File: src/rtl/memctrl_ifetch_port.sv
// Instruction-fetch responder for the memory controller: wins the RAM bus, reads four
// bytes over the 8-bit port and returns them little-endian as one instruction word.
module memctrl_ifetch_port #(
  parameter int ADDR_W = 32,
  parameter int INS_W  = 32
) (
  input  logic              clk,
  input  logic              rst_n,
  input  logic              rdy,
  input  logic              enable_from_insfetcher,
  input  logic [ADDR_W-1:0] addr_from_insfetcher,
  output logic              enable_to_insfetcher,
  output logic [INS_W-1:0]  ins_to_insfetcher,
  input  logic              flush,
  output logic              bus_req,
  input  logic              bus_gnt,
  output logic              mem_rd_en,
  output logic [ADDR_W-1:0] mem_a,
  input  logic [7:0]        mem_din
);

  localparam logic [1:0] IDLE     = 2'd0;
  localparam logic [1:0] WAIT_GNT = 2'd1;
  localparam logic [1:0] READ     = 2'd2;
  localparam logic [1:0] DONE     = 2'd3;

  logic [1:0]        state;
  logic [ADDR_W-1:0] addr;
  logic [2:0]        issue_cnt;
  logic [1:0]        recv_cnt;
  logic [2:0][7:0]   byte_buf;

  // The RAM answers one cycle after the address, so captures trail issues by one edge:
  // the edge that still sees issue_cnt==1 has no byte to take yet.
  // NOTE: every register here is assigned with <= so all updates on an edge see the
  // pre-edge values; blocking assignments would let mem_a and the counters race.
  always_ff @(posedge clk or negedge rst_n) begin
    if (!rst_n) begin
      state                <= IDLE;
      addr                 <= '0;
      issue_cnt            <= '0;
      recv_cnt             <= '0;
      // NOTE: the byte buffer is only three registers, so it is cleared on reset and
      // flush like any other state rather than treated as an unreset memory.
      byte_buf             <= '0;
      bus_req              <= 1'b0;
      mem_rd_en            <= 1'b0;
      mem_a                <= '0;
      enable_to_insfetcher <= 1'b0;
      ins_to_insfetcher    <= '0;
    end else if (rdy) begin
      if (flush) begin
        state                <= IDLE;
        issue_cnt            <= '0;
        recv_cnt             <= '0;
        byte_buf             <= '0;
        bus_req              <= 1'b0;
        mem_rd_en            <= 1'b0;
        enable_to_insfetcher <= 1'b0;
      end else begin
        case (state)
          IDLE: begin
            if (enable_from_insfetcher) begin
              addr    <= addr_from_insfetcher;
              bus_req <= 1'b1;
              state   <= WAIT_GNT;
            end
          end

          WAIT_GNT: begin
            if (bus_gnt) begin
              mem_a     <= addr;
              mem_rd_en <= 1'b1;
              issue_cnt <= 3'd1;
              recv_cnt  <= 2'd0;
              state     <= READ;
            end
          end

          READ: begin
            if (issue_cnt < 3'd4) begin
              mem_a     <= addr + ADDR_W'(issue_cnt);
              issue_cnt <= issue_cnt + 3'd1;
            end else begin
              mem_rd_en <= 1'b0;
            end

            if (issue_cnt != 3'd1) begin
              case (recv_cnt)
                2'd0: byte_buf[0] <= mem_din;
                2'd1: byte_buf[1] <= mem_din;
                2'd2: byte_buf[2] <= mem_din;
                default: begin
                  ins_to_insfetcher    <= INS_W'({mem_din, byte_buf});
                  enable_to_insfetcher <= 1'b1;
                  bus_req              <= 1'b0;
                  state                <= DONE;
                end
              endcase
              recv_cnt <= recv_cnt + 2'd1;
            end
          end

          DONE: begin
            enable_to_insfetcher <= 1'b0;
            state                <= IDLE;
          end

          default: state <= IDLE;
        endcase
      end
    end
  end

endmodule

File: config.mk
export PLATFORM = sky130hd
export DESIGN_NAME = memctrl_ifetch_port
export DESIGN_NICKNAME = d
export VERILOG_FILES = /design/src/rtl/memctrl_ifetch_port.sv
export SDC_FILE = /design/constraint.sdc
export NUM_CORES = 1
export LEC_CHECK = 0
export BUFFER_PORTS_ARGS = -buffer_cell sky130_fd_sc_hd__buf_2
export CAP_MARGIN = 20
export CELL_PAD_IN_SITES_DETAIL_PLACEMENT = 2
export CELL_PAD_IN_SITES_GLOBAL_PLACEMENT = 2
export CORE_MARGIN = 1
export CORE_UTILIZATION = 37
export DETAILED_ROUTE_END_ITERATION = 6
export GPL_ROUTABILITY_DRIVEN = 1
export GPL_TIMING_DRIVEN = 0
export PLACE_DENSITY = 0.79
export RECOVER_POWER = 100
export SYNTH_ARGS = -nofsm -noshare
export SYNTH_HDL_FRONTEND = slang
export SYNTH_SLANG_ARGS = --single-unit
File: constraint.sdc
create_clock -name clk -period 2.5 [get_ports clk]
set_input_delay 0.5 -clock clk [delete_from_list [all_inputs] [get_ports clk]]
set_output_delay 0.5 -clock clk [all_outputs]
set_load 0.02 [all_outputs]
==> qor.txt <==
OUTCOME
-------------------------------------------------------------------------------------------
Run status                                                                     finished, final reports clean

TIMING
-------------------------------------------------------------------------------------------
Rel. slew slack                                                                      33.09%
RSZ-0062 raised after global routing                                                  false
Post-Route Skew                                                                  0.01078 ns
Smallest setup slack after layout                                                 0.1307 ns
Final critical-path required period                                                2.369 ns
Max Slew Vio Count                                                                        0
Final Hold Viols                                                                          0
Total setup violations reported at the end of the flow                                    0
Max frequency                                                                     422.1 MHz
Share of the clock period used by the worst path after layout                        94.77%
Hold slack                                                                        0.2996 ns
Worst-Margin Slew                                                                  1.004 ns

LOGIC SYNTHESIS
-------------------------------------------------------------------------------------------
Gate count after technology mapping                                                     478
Cell types with the highest counts after synthesis                             130 x sky130_fd_sc_hd__dfrtp_1, 75 x sky130_fd_sc_hd__mux2_2, 48 x sky130_fd_sc_hd__nand2_1
Post-synthesis register bit count                                                       130
Primary FF master, synth                                                       sky130_fd_sc_hd__dfrtp_1
Area contributors post-synth                                                   sky130_fd_sc_hd__dfrtp_1 55%, sky130_fd_sc_hd__mux2_2 14%, sky130_fd_sc_hd__mux2_1 3.2%, sky130_fd_sc_hd__nand2_1 3.0%, sky130_fd_sc_hd__ha_1 2.7%
Async S/R FF share, synth                                                            100.0%
Sequential element share of the synthesized area                                     54.73%
Leading area contributor after synthesis                                       sky130_fd_sc_hd__dfrtp_1
Number of synthesis warnings                                                              0
Number of enable flip-flop cells after synthesis                                          0
Cell with the most instances after synthesis                                   sky130_fd_sc_hd__dfrtp_1
Cell Area, Synth                                                               0.005944 mm^2
Count of unique library cells instantiated by Yosys                                      45
Per-instance average area after synthesis                                        12.44 um^2
Syn nets                                                                                538
Fraction of post-synthesis cell area in the top cell type by area                    54.73%

CLOCK NETWORK
-------------------------------------------------------------------------------------------
Total CTS buffers                                                                        17
Clock Pin Slew Worst Setup and Hold Paths                                           0.06 ns
Buffers inserted by post-CTS timing repair                                                0
Quantity of hold-fixing buffers added after cts                                           1
CTS sink cnt                                                                            130
Clk Tree Root Cell                                                             sky130_fd_sc_hd__clkbuf_16
CTS-repair resized insts                                                                  0
Maximum number of buffers from clock root to sink                                         2
Number of levels in the clock H-tree                                                      4
CTS tree                                                                              built
Worst-skew pair later-pin latency                                                   0.43 ns

POWER
-------------------------------------------------------------------------------------------
Total power divided by cell area                                               1058 mW/mm^2
Part of the total power dissipated in sequential elements                             42.3%
Int Power                                                                        0.004926 W
Proportion of total power due to net switching                                       35.92%
Maximum VDD drop                                                                  0.5114 mV
Net switching component of the power                                             0.002762 W
Clock share of power                                                                  31.9%
Overall Power                                                                    0.007688 W
Power share of the combinational group                                                25.8%
Leakage power total                                                                3.327 nW

WORST SETUP PATH
-------------------------------------------------------------------------------------------
Count of buffering cells on the critical path with inverters included                     4
Kind of end point of the critical path                                            flip-flop
Largest delay contributor family on the critical path                          buffers and inverters
Setup Crit Path Kind                                                           flip-flop to flip-flop
Most repeated library cell on the critical path                                sky130_fd_sc_hd__buf_4
Largest driver fanout on the critical path                                               10
Data arrival, critical path                                                         2.67 ns
Library cell contributing the largest single delay on the critical path        sky130_fd_sc_hd__dfrtp_1
Critical path cell sequence                                                    inv_1 > ha_1 > buf_2 > nand2b_2 > a21oi_1 > and3_1 > buf_4 > buf_4 > mux2_1
Slowest stage delay, CP                                                             0.43 ns
Worst Setup Start Kind                                                            flip-flop
Data required time at the worst endpoint                                            2.80 ns

FLOORPLAN
-------------------------------------------------------------------------------------------
Number of cell rows                                                                      45
Area of the core region                                                        0.01543 mm^2
Overall die width                                                                  128.8 um
Starting density of the core                                                         38.53%
DIE HEIGHT                                                                         128.8 um
IO Count                                                                                113
DIE AREA                                                                       0.01658 mm^2

PLACE
-------------------------------------------------------------------------------------------
Setup WS pre-CTS                                                                  0.1994 ns
Placed wire-length estimate                                                        11.70 mm
Cell count after placement                                                              801
IO buf count                                                                            111
Placer congestion estimate                                                           0.7599

GRT
-------------------------------------------------------------------------------------------
Wire length of the first global-routing pass                                       27.65 mm
Via count of the first global-routing pass                                             4886
Pin count of the biggest net entering global routing                                     93
Total GRT Usage                                                                      22.74%
Initial antenna violation count                                                           0
GRT Residual Overflow                                                                     0

FINAL LAYOUT
-------------------------------------------------------------------------------------------
Number of inserted diodes                                                                 0
Non-Filler Instances                                                                    834
Reg area                                                                       0.003253 mm^2
Total area of multi-input combinational cells                                  0.002522 mm^2
Net total in the final layout                                                           670
Fraction of layout instances using a drive strength above 1                          28.73%
Number of fillers in the final layout                                                  1619
Layout-stage area growth over the synthesis result                                   22.25%

ROUTE
-------------------------------------------------------------------------------------------
Routed WL                                                                          17.20 mm
Overall via count from detail_route                                                    4253
Final routed wire length divided by cell count                                     20.62 um
Via density per instance                                                              5.100
DR pass1 iterations                                                                       4
Routed Antenna Nets                                                                       0
DRC violation count after routing                                                         0
Number of design-rule violations left by the first detailed-router iteration             91

HOLD PATH
-------------------------------------------------------------------------------------------
Class of the tightest hold or removal check                                    input port to flip-flop

JOB
-------------------------------------------------------------------------------------------
Total of max-cap violations                                                               0

==> state kept, by name (all words and copies together) (netlist names) <==
register / count
byte_buf: 24
bus_req: 1
issue_cnt: 3
mem_a: 32
ins_to_insfetcher: 32
enable_to_insfetcher: 1
state: 2
recv_cnt: 2
addr: 32
mem_rd_en: 1
==> final timing paths <==
| check | start | endpoint | slack [ns] | cells after the start |
|---|---|---|---|---|
| setup / recovery | state[0] | ins_to_insfetcher[24] | 0.13 | 9 |
| hold / removal | addr_from_insfetcher[25] | addr[25] | 0.30 | 2 |
| setup reg to reg | state[0] | ins_to_insfetcher[24] | 0.13 | 9 |
| hold reg to reg | mem_a[18] | mem_a[18] | 0.48 | 2 |
| max in group asynchronous | rst_n | mem_rd_en | 0.35 | 3 |
| min in group asynchronous | rst_n | mem_a[9] | 0.77 | 2 |
==> power by group through the flow <==
stage	Sequential (W)	Clock, W	Combinational (W)
floorplan	0.00341	0	0.00109
global route	0.00334	0.00259	0.00219
detailed placement	0.00326	0	0.00205
finish	0.00325	0.00245	0.00198
global placement	0.00319	0	0.00191
CTS	0.00325	0.00251	0.00211
==> per-stage QoR <==
step / setup TNS (ns) / util [%] / area, um^2
floorplan: 0 / - / 5944
global route: 0 / 47.10 / 7267
finish: 0 / 47.10 / 7267
global placement: -103.70 / 43.84 / 6764
CTS: 0 / 47.91 / 7391
detailed placement: 0 / 44.06 / 6798
==> logic make-up (layout without fill, tap and decap cells) <==
logic type                 count (synthesis)  after routing  share of synthesized area [%]
buffers and inverters                     30            175                          2.778
and+or+nand+nor                          121            121                          11.58
DFF                                      130            130                          54.73
xor gates and xnor gates                  30             30                          4.420
AOI/OAI and AO/OA                         58             58                          5.494
muxes                                     95             95                          17.93
adders and majority gates                 14             14                          3.073
==> cell type report <==
type,instances,area share [%]
clock inverter,14,1.980
sequential,130,44.77
timing repair buffer,113,6.784
buffer,23,1.722
clock buffer,18,6.043
tap,211,3.633
multi-input combinational,318,34.71
inverter,7,0.3616
==> per-layer routing <==
layer / share of wire (%) / vias up / global-route usage (%)
met4: 2.5 / 0 / 10.31
met1: 40 / 2199 / 25.61
met5: 0 / - / 0
met3: 3.1 / 32 / 4.657
li1: - / 1939 / -
met2: 54 / 83 / 41.34
==> placed cells by master (no fill, tap or decap), types with 2 or more instances in the layout <==
| master | instances |
|---|---|
| sky130_fd_sc_hd__a21oi_1 | 9 |
| sky130_fd_sc_hd__a31oi_1 | 3 |
| sky130_fd_sc_hd__and3_1 | 4 |
| sky130_fd_sc_hd__and3_2 | 2 |
| sky130_fd_sc_hd__and4_1 | 6 |
| sky130_fd_sc_hd__buf_2 | 55 |
| sky130_fd_sc_hd__buf_4 | 4 |
| sky130_fd_sc_hd__buf_6 | 2 |
| sky130_fd_sc_hd__clkbuf_1 | 72 |
| sky130_fd_sc_hd__clkbuf_16 | 17 |
| sky130_fd_sc_hd__clkbuf_2 | 2 |
| sky130_fd_sc_hd__clkinv_4 | 5 |
| sky130_fd_sc_hd__clkinvlp_4 | 2 |
| sky130_fd_sc_hd__dfrtp_1 | 130 |
| sky130_fd_sc_hd__ha_1 | 13 |
| sky130_fd_sc_hd__inv_1 | 7 |
| sky130_fd_sc_hd__inv_6 | 5 |
| sky130_fd_sc_hd__mux2_1 | 19 |
| sky130_fd_sc_hd__mux2_2 | 73 |
| sky130_fd_sc_hd__mux2i_1 | 3 |
| sky130_fd_sc_hd__nand2_1 | 48 |
| sky130_fd_sc_hd__nand2b_1 | 4 |
| sky130_fd_sc_hd__nand3_1 | 13 |
| sky130_fd_sc_hd__nand4_1 | 6 |
| sky130_fd_sc_hd__nor2_1 | 7 |
| sky130_fd_sc_hd__nor2b_1 | 13 |
| sky130_fd_sc_hd__nor3_1 | 7 |
| sky130_fd_sc_hd__o21a_1 | 2 |
| sky130_fd_sc_hd__o21ai_0 | 30 |
| sky130_fd_sc_hd__o21ai_1 | 8 |
| sky130_fd_sc_hd__xnor2_1 | 16 |
| sky130_fd_sc_hd__xor2_1 | 14 |
(Power assumes the default switching activity.)
